--- src/rtl/rtc_alarm_pkg.sv ---
// rtl/rtc_alarm_pkg.sv - shared types and constants for the RTC alarm bank
// The SNOOZE state exists only when RTC_ALARM_SNOOZE_EN is defined.
package rtc_alarm_pkg;

   typedef struct packed {
      logic [5:0] sec;
      logic [5:0] min;
      logic [4:0] hour;
      logic [2:0] dow;
      logic [4:0] dom;
      logic [3:0] month;
   } rtc_time_t;

   // The time field cannot be called "time" because that is a keyword.
   typedef struct packed {
      rtc_time_t  alarm_time;
      logic [5:0] mask;
      logic       periodic;
   } alarm_cfg_t;

   localparam int MSK_SEC   = 0;
   localparam int MSK_MIN   = 1;
   localparam int MSK_HOUR  = 2;
   localparam int MSK_DOW   = 3;
   localparam int MSK_DOM   = 4;
   localparam int MSK_MONTH = 5;

`ifdef RTC_ALARM_SNOOZE_EN
   typedef enum logic [1:0] {ST_IDLE, ST_ARMED, ST_FIRED, ST_SNOOZE} alarm_state_e;
`else
   typedef enum logic [1:0] {ST_IDLE, ST_ARMED, ST_FIRED} alarm_state_e;
`endif

endpackage

--- src/rtl/rtc_alarm_chan.sv ---
// rtl/rtc_alarm_chan.sv - one alarm channel: config register, compare, FSM, snooze counter
// The snooze port and its counter are built only with RTC_ALARM_SNOOZE_EN.
module rtc_alarm_chan
   import rtc_alarm_pkg::*;
#(
   parameter int SNOOZE_SEC = 300
) (
   input  logic       clk_i,
   input  logic       rst_i,
   input  logic       tick_i,
   input  rtc_time_t  cur_time_i,
   input  logic       cfg_we_i,
   input  alarm_cfg_t cfg_wdata_i,
   input  logic       arm_i,
   input  logic       disarm_i,
   input  logic       ack_i,
`ifdef RTC_ALARM_SNOOZE_EN
   input  logic       snooze_i,
`endif
   output logic       armed_o,
   output logic       irq_o,
   output logic       fire_pulse_o,
   output logic       overrun_o
);

   alarm_cfg_t   cfg;
   alarm_state_e state, state_nxt;
   logic         ovr_nxt, fire_nxt;
   logic [5:0]   eq;
   logic         match;

`ifdef RTC_ALARM_SNOOZE_EN
   localparam int CNT_W = (SNOOZE_SEC > 0) ? $clog2(SNOOZE_SEC + 1) : 1;
   logic [CNT_W-1:0] cnt, cnt_nxt;
`endif

   // Compare uses the registered config, so a same-cycle write sees the old pattern.
   always_comb begin
      eq            = '0;
      eq[MSK_SEC]   = (cfg.alarm_time.sec   == cur_time_i.sec);
      eq[MSK_MIN]   = (cfg.alarm_time.min   == cur_time_i.min);
      eq[MSK_HOUR]  = (cfg.alarm_time.hour  == cur_time_i.hour);
      eq[MSK_DOW]   = (cfg.alarm_time.dow   == cur_time_i.dow);
      eq[MSK_DOM]   = (cfg.alarm_time.dom   == cur_time_i.dom);
      eq[MSK_MONTH] = (cfg.alarm_time.month == cur_time_i.month);
      match         = tick_i && (&(eq | cfg.mask));
   end

   always_comb begin
      state_nxt = state;
      ovr_nxt   = overrun_o;
      fire_nxt  = 1'b0;
`ifdef RTC_ALARM_SNOOZE_EN
      cnt_nxt   = cnt;
`endif
      if (disarm_i) begin
         state_nxt = ST_IDLE;
         ovr_nxt   = 1'b0;
      end else begin
         case (state)
            ST_IDLE:  if (arm_i) state_nxt = ST_ARMED;
            ST_ARMED: if (match) begin
               state_nxt = ST_FIRED;
               fire_nxt  = 1'b1;
            end
            ST_FIRED: if (ack_i) begin
               ovr_nxt = 1'b0;
               if (cfg.periodic) begin
                  if (match) fire_nxt = 1'b1;
                  else       state_nxt = ST_ARMED;
               end else begin
                  state_nxt = ST_IDLE;
               end
            end
`ifdef RTC_ALARM_SNOOZE_EN
            else if (snooze_i) begin
               state_nxt = ST_SNOOZE;
               cnt_nxt   = CNT_W'(SNOOZE_SEC);
            end
`endif
            else if (match) begin
               fire_nxt = 1'b1;
               ovr_nxt  = 1'b1;
            end
`ifdef RTC_ALARM_SNOOZE_EN
            ST_SNOOZE: if (ack_i) begin
               ovr_nxt   = 1'b0;
               state_nxt = cfg.periodic ? ST_ARMED : ST_IDLE;
            end else if (tick_i) begin
               if (cnt <= CNT_W'(1)) begin
                  state_nxt = ST_FIRED;
                  fire_nxt  = 1'b1;
                  cnt_nxt   = '0;
               end else begin
                  cnt_nxt = cnt - CNT_W'(1);
               end
            end
`endif
            default: state_nxt = ST_IDLE;
         endcase
      end
   end

   always_ff @(posedge clk_i) begin
      if (rst_i) begin
         state        <= ST_IDLE;
         cfg          <= '0;
         overrun_o    <= 1'b0;
         fire_pulse_o <= 1'b0;
`ifdef RTC_ALARM_SNOOZE_EN
         cnt          <= '0;
`endif
      end else begin
         state        <= state_nxt;
         overrun_o    <= ovr_nxt;
         fire_pulse_o <= fire_nxt;
         if (cfg_we_i) cfg <= cfg_wdata_i;
`ifdef RTC_ALARM_SNOOZE_EN
         cnt          <= cnt_nxt;
`endif
      end
   end

   assign armed_o = (state != ST_IDLE);
   assign irq_o   = (state == ST_FIRED);

endmodule

--- src/rtl/rtc_alarm_bank.sv ---
// rtl/rtc_alarm_bank.sv - NUM_ALARMS-channel RTC alarm engine with latched interrupts
// Defining RTC_ALARM_SNOOZE_EN adds the snooze_i port and per-channel snooze.
module rtc_alarm_bank
   import rtc_alarm_pkg::*;
#(
   parameter  int NUM_ALARMS = 4,
   parameter  int SNOOZE_SEC = 300,
   localparam int IDX_W      = (NUM_ALARMS > 1) ? $clog2(NUM_ALARMS) : 1
) (
   input  logic                  clk_i,
   input  logic                  rst_i,
   input  logic                  tick_i,
   input  rtc_time_t             cur_time_i,
   input  logic                  cfg_we_i,
   input  logic [IDX_W-1:0]      cfg_idx_i,
   input  alarm_cfg_t            cfg_wdata_i,
   input  logic [NUM_ALARMS-1:0] arm_i,
   input  logic [NUM_ALARMS-1:0] disarm_i,
   input  logic [NUM_ALARMS-1:0] ack_i,
`ifdef RTC_ALARM_SNOOZE_EN
   input  logic [NUM_ALARMS-1:0] snooze_i,
`endif
   output logic [NUM_ALARMS-1:0] armed_o,
   output logic [NUM_ALARMS-1:0] irq_o,
   output logic                  irq_any_o,
   output logic [NUM_ALARMS-1:0] fire_pulse_o,
   output logic [NUM_ALARMS-1:0] overrun_o
);

   logic [NUM_ALARMS-1:0] cfg_we;

   // Out-of-range indices decode to no channel.
   always_comb begin
      cfg_we = '0;
      for (int i = 0; i < NUM_ALARMS; i++)
         cfg_we[i] = cfg_we_i && (cfg_idx_i == IDX_W'(i));
   end

   for (genvar g = 0; g < NUM_ALARMS; g++) begin : g_chan
      rtc_alarm_chan #(.SNOOZE_SEC(SNOOZE_SEC)) u_chan (
         .clk_i        (clk_i),
         .rst_i        (rst_i),
         .tick_i       (tick_i),
         .cur_time_i   (cur_time_i),
         .cfg_we_i     (cfg_we[g]),
         .cfg_wdata_i  (cfg_wdata_i),
         .arm_i        (arm_i[g]),
         .disarm_i     (disarm_i[g]),
         .ack_i        (ack_i[g]),
`ifdef RTC_ALARM_SNOOZE_EN
         .snooze_i     (snooze_i[g]),
`endif
         .armed_o      (armed_o[g]),
         .irq_o        (irq_o[g]),
         .fire_pulse_o (fire_pulse_o[g]),
         .overrun_o    (overrun_o[g])
      );
   end

   always_ff @(posedge clk_i) begin
      if (rst_i) irq_any_o <= 1'b0;
      else       irq_any_o <= |irq_o;
   end

endmodule

--- config.mk ---
export PLATFORM = sky130hd
export DESIGN_NAME = rtc_alarm_bank
export DESIGN_NICKNAME = d
export VERILOG_FILES = /design/src/rtl/rtc_alarm_pkg.sv /design/src/rtl/rtc_alarm_chan.sv /design/src/rtl/rtc_alarm_bank.sv
export SDC_FILE = /design/constraint.sdc
export NUM_CORES = 1
export LEC_CHECK = 0
export ABC_AREA = 1
export CORE_UTILIZATION = 23
export CTS_BUF_LIST = sky130_fd_sc_hd__clkbuf_4 sky130_fd_sc_hd__clkbuf_8 sky130_fd_sc_hd__clkbuf_16
export CTS_CLUSTER_DIAMETER = 60
export DETAILED_ROUTE_END_ITERATION = 8
export SETUP_SLACK_MARGIN = 0.1
export SYNTH_ARGS = -nofsm -noshare
export SYNTH_HDL_FRONTEND = slang
export SYNTH_SLANG_ARGS = --single-unit
--- constraint.sdc ---
create_clock -name clk_i -period 2 [get_ports clk_i]
set_input_delay 0.4 -clock clk_i [delete_from_list [all_inputs] [get_ports clk_i]]
set_output_delay 0.4 -clock clk_i [all_outputs]
set_load 0.02 [all_outputs]
# == After elaboration in Yosys (flattened, before gate mapping) ==
# Cells that the tools add are included.
# totals
output_inout_bits,17
rom_bits,0
in_bits,83
register_bits,161
mem_bits_rw,0
n_memories,0
wordCells,186
latchBits,0
# op_classes
reduce_logical,38
n_mux,48
n_addsub,0
bitwise_logic,4
magnitude_cmp,0
n_shift,0
n_eq_ne,51
div,0
multipliers,0
# op_table
op,n
$eq A6 B6 Y1,8
$eq A5 B5 Y1,8
$mux W2,20
$or A6 B6 Y6,4
$pmux W2 S3,4
$reduce_and A6 Y1,4
$mux W1,20
$eq A4 B4 Y1,4
$ne A2 B2 Y1 const B,8
$reduce_and A4 Y1,4
$reduce_bool A2 Y1,8
$eq A2 B2 Y1 const B,6
$eq A3 B3 Y1,4
$ne A3 B3 Y1 const B,4
$eq A2 B1 Y1 const B,5
$logic_not A2 Y1,5
$logic_and A1 B1 Y1,8
$ne A2 B1 Y1 const B,4
$pmux W1 S2,4
$reduce_and A2 Y1,4
$reduce_or A2 Y1,4
$reduce_or A4 Y1,1

# == Longest topological paths before layout ==
# depth
ltp_word,8
depth_mapped,15
depth_no_buf,14

# == Hierarchy ==
# A second synthesis with hierarchy kept.
# hier_totals
cells_unflattened,1307
area_unflattened_um2,8301.7
# modules_own_cells
module,n_inst,seq_area_each_um2,cells_per_inst,area_each_um2
rtc_alarm_chan,4,800.8,324,2058.2
rtc_alarm_bank,1,20.0,11,68.8

# == Least setup slack after synthesis ==
# No wires, ideal clock.
# synth_path
kind,input to register
from,in cur_time_i[10] in the netlist's numbering
to,reg g_chan[2].u_chan.state[0]
setup_slack_ps,551
cell_stages,14
path_buffers,1
arrival_time_ps,1385
cell_sequence,buf_6 > nand2_1 > nand2_1 > nor2_1 > nand2_1 > nand2_1 > nand3_1 > nor2_2 > nand2_2 > nand2_2 > inv_2 > nor2_2 > nor2_1 > nor2_1
# synth_via
elab_chain_cells,6
elab_cells_between_ends,7
classes_between,3 x eq/ne; 1 x bitwise; 3 x reduce/logical
# synth_lines
element,line_no,text
"start, declared",rtc_alarm_bank.sv:13,"input rtc_time_t cur_time_i,"
$eq A3 B3 Y1 *,rtc_alarm_chan.sv:43,eq[MSK_DOW] = (cfg.alarm_time.dow == cur_time_i.dow);
$or A6 B6 Y6 *,rtc_alarm_chan.sv:46,match = tick_i && (&(eq | cfg.mask));
$reduce_and A6 Y1 *,rtc_alarm_chan.sv:46,
$logic_and A1 B1 Y1 *,rtc_alarm_chan.sv:46,
$ne A3 B3 Y1 (no source line) or $ne A2 B1 Y1 (tied branches),--,
$reduce_and A4 Y1 (no source line) *,--,
"end signal, assigned",rtc_alarm_chan.sv:114,state <= state_nxt;
"end, declared",rtc_alarm_chan.sv:27,"alarm_state_e state, state_nxt;"
# Every way passes the cells marked *; elsewhere a longest branch is shown, timed or not.
# A chain may end at the register's enable or synchronous reset.

# == Worst setup path in the final report ==
# layout_path
from,reg g_chan[2].u_chan.state[0]
to,out irq_o[2]
# layout_via
elab_chain_cells,1
# layout_lines
element,line_no,text
$eq A2 B2 Y1,rtc_alarm_chan.sv:125,assign irq_o = (state == ST_FIRED);
"end, declared",rtc_alarm_bank.sv:24,"output logic [NUM_ALARMS-1:0] irq_o,"
# Every way passes these cells.

==> flow_summary.json <==
{
  "status": "complete, no violations",
  "multi_input_area_mm2": 0.00388,
  "worstReg2RegStart": "g_chan[1].u_chan.cfg[32]$_SDFFE_PP0P_",
  "io_pins": 100,
  "syn2layout_area_growth_pct": 28.9,
  "yosys_register_bits": 161,
  "grt_usage_pct": 12.9,
  "post-dp-hpwl_um": 16400,
  "synthArstFlopShare_pct": 0,
  "slew_headroom_pct": 80.7,
  "max-cap-violations": 0,
  "cts_root_buf": "sky130_fd_sc_hd__clkbuf_16",
  "critical_path_required_ns": 1.60,
  "fillers": 3742,
  "cts_max_path_buffers": 2,
  "p_leak_nw": 4.65,
  "routed_wirelength_um": 22200,
  "antenna_nets_post_route": 0,
  "final_min_period_over_clock_period_pct": 91.9,
  "fin_skew_ns": 0.0143,
  "critical_path_arrival_ns": 1.44,
  "synth.avg_cell_area_um2": 6.48,
  "ys_warn_count": 0,
  "cts_tree": "yes",
  "drt-pass1-iter-count": 4,
  "power.share.combinational_pct": 14.9,
  "postCtsSetupRepairBufs": 0,
  "min_path_type": "reg2reg",
  "cts_sinks": 161,
  "gp_congestion": 0.787,
  "tritoncts.num_buffers": 17,
  "synth_top_area_cell": "sky130_fd_sc_hd__dfxtp_1",
  "core_mm2": 0.0345,
  "layout_min_cycle_time_ns": 1.84,
  "insertion_delay_to_the_later_sink_of_the_worst_skew_pair_ns": 0.44,
  "final-seq-area_mm2": 0.00323,
  "timing_worst_setup_path_type": "reg2out",
  "rsz_0062_raised_after_global_routing": "yes",
  "power_frac_clock_pct": 41.0,
  "dieHeight_um": 189,
  "setup.worst_path.end_class": "output pin",
  "grt_max_degree": 64,
  "timing.fmax_mhz": 544,
  "crit_fanout": 4,
  "antenna_violations_before_repair": 5,
  "final-setup-viol-count": 0,
  "layout_setup_ws_ns": 0.163,
  "final_net_count": 1443,
  "design.die.area_mm2": 0.0357,
  "setup.worst_path.start_class": "register",
  "hold_path.startpoint": "g_chan[3].u_chan.cfg[1]$_SDFFE_PP0P_",
  "rows": 68,
  "fin_cells": 1816,
  "synth.yosys.seq_area_share_pct": 40.1,
  "synthDominantCellAreaShare_pct": 40.1,
  "grt_remaining_overflow": 0,
  "report.final.slew_viol_count": 0,
  "synth_commonest_cells": "sky130_fd_sc_hd__nand2_1 (317), sky130_fd_sc_hd__o21ai_0 (184), sky130_fd_sc_hd__dfxtp_1 (161)",
  "synth-edff-count": 0,
  "synthesis.nets": 1340,
  "start_util_pct": 23.3,
  "worst-slew-pin-transition_ns": 0.289,
  "post-place-cells": 1780,
  "drcViolationCount": 0,
  "timing.final.hold_violations": 0,
  "first_iter_violations": 278,
  "die_width_um": 189,
  "port-buffer-count": 99,
  "power.sequential.fraction_pct": 44.1,
  "first_global_vias": 7290,
  "worst_ir_drop_vdd_uv": 585,
  "drive_above_1_share_pct": 9.14,
  "total_switching_power_w": 0.00220,
  "post_cts_hold_buffer_count": 0,
  "power_density_mw_per_mm2": 755,
  "detailedPlace.worstSlack_ns": -0.375,
  "synth.most_common_cell": "sky130_fd_sc_hd__nand2_1",
  "totalNegativeSetupSlack_ns": 0,
  "synthTopCellsByArea": "sky130_fd_sc_hd__dfxtp_1 (40%), sky130_fd_sc_hd__nand2_1 (15%), sky130_fd_sc_hd__o21ai_0 (11%), sky130_fd_sc_hd__inv_1 (7.5%), sky130_fd_sc_hd__a21oi_1 (7.3%)",
  "path_clk_slew_ns": 0.06,
  "wire_length_of_the_first_global_routing_pass_um": 36500,
  "switching_share_pct": 28.0,
  "drt-wirelength-per-cell_um": 12.2,
  "dr_total_vias": 7649,
  "htree_levels": 4,
  "post_synth_instance_area_mm2": 0.00804,
  "ys_types": 25,
  "avgViaCountPerCell": 4.21,
  "netlist_instances": 1241,
  "cellInternalPower_w": 0.00564,
  "worst_setup_path_startpoint": "g_chan[2].u_chan.state[0]$_SDFFE_PP0P_",
  "synth-main-ff-cell": "sky130_fd_sc_hd__dfxtp_1"
}
==> final timing paths <==
kind | to | slack [ns] | cells past startpoint
max | irq_o[2] | 0.16 | 3
min | g_chan[3].u_chan.cfg[1]$_SDFFE_PP0P_ | 0.45 | 2
max reg2reg | g_chan[1].u_chan.state[0]$_SDFFE_PP0P_ | 0.36 | 15
min reg2reg | g_chan[3].u_chan.cfg[1]$_SDFFE_PP0P_ | 0.45 | 2
==> registers in the layout, indices dropped and copies added (netlist names) <==
signal                      count
g_chan.u_chan.fire_pulse_o      4
irq_any_o                       1
g_chan.u_chan.cfg             144
g_chan.u_chan.state             8
g_chan.u_chan.overrun_o         4
==> power by group through the flow <==
stage                     registers [W]  clock network, W  logic, W
after detailed placement        0.00353                 0   0.00119
after global routing            0.00347           0.00346   0.00133
after CTS                       0.00346           0.00334   0.00119
final                           0.00346           0.00321   0.00117
after floorplan                 0.00351                 0  0.000700
after global placement          0.00352                 0   0.00117
==> cell families (layout without fill, tap and decap cells) <==
kind of cell | after synthesis | count (layout) | synth area share (%)
AOI/OAI and AO/OA | 312 | 312 | 19.7
xor gates and xnor gates | 11 | 11 | 1.20
adders and majority gates | 16 | 16 | 2.49
buffers and inverters | 239 | 355 | 12.0
DFF | 161 | 161 | 40.1
other | 0 | 4 | 0
and+or+nand+nor | 502 | 502 | 24.6
==> cell type report <==
cell class / instances / area share, %
timing repair buffer: 143 / 13.8
sequential: 161 / 31.1
clock inverter: 13 / 1.25
tap: 455 / 5.49
antenna: 4 / 0.0965
multi-input combinational: 841 / 37.4
inverter: 180 / 6.52
clock buffer: 19 / 4.25
==> placed cells by master (no fill, tap or decap), drive strengths merged <==
| master | count |
|---|---|
| a21oi | 118 |
| a41oi | 1 |
| buf | 46 |
| bufinv | 1 |
| clkbuf | 23 |
| clkdlybuf4s15 | 1 |
| clkdlybuf4s50 | 72 |
| clkinv | 7 |
| clkinvlp | 3 |
| dfxtp | 161 |
| diode | 4 |
| dlygate4sd2 | 2 |
| dlymetal6s2s | 18 |
| ha | 16 |
| inv | 182 |
| nand2 | 319 |
| nand3 | 28 |
| nand3b | 3 |
| nand4 | 5 |
| nor2 | 146 |
| nor3 | 1 |
| o211ai | 3 |
| o21ai | 184 |
| o21bai | 2 |
| o22ai | 4 |
| xnor2 | 8 |
| xor2 | 3 |
==> critical path, cell delays in order, from the launching register on <==
cell and delay (ns):
sky130_fd_sc_hd__dfxtp_2 0.36, sky130_fd_sc_hd__inv_1 0.07, sky130_fd_sc_hd__ha_1 0.24, sky130_fd_sc_hd__dlygate4sd2_1 0.34
==> repair_timing <==
| item | 4_1_cts | 5_1_grt |
|---|---|---|
| pin swaps | 0 | 1 |
| endpoints found under the setup margin | 12 | 18 |
| gates resized for setup | 19 | 36 |
==> per-layer routing <==
metal,vias up,track usage (%),share of wire [%]
li1,4090,-,-
met1,3445,16.3,48
met2,89,21.6,47
met3,23,2.58,3.1
met4,2,4.34,1.6
met5,-,0,0.059
==> stage by stage <==
step	hold WS [ns]	util [%]	power (W)	area (µm²)
floorplan	0.424	-	0.00421	8040
global placement	0.436	28.3	0.00469	9750
detailed placement	0.441	28.3	0.00472	9750
CTS	0.452	30.0	0.00798	10300
global route	0.457	30.1	0.00827	10400
finish	0.449	30.1	0.00783	10400
Power figures use the tool's default switching activity.
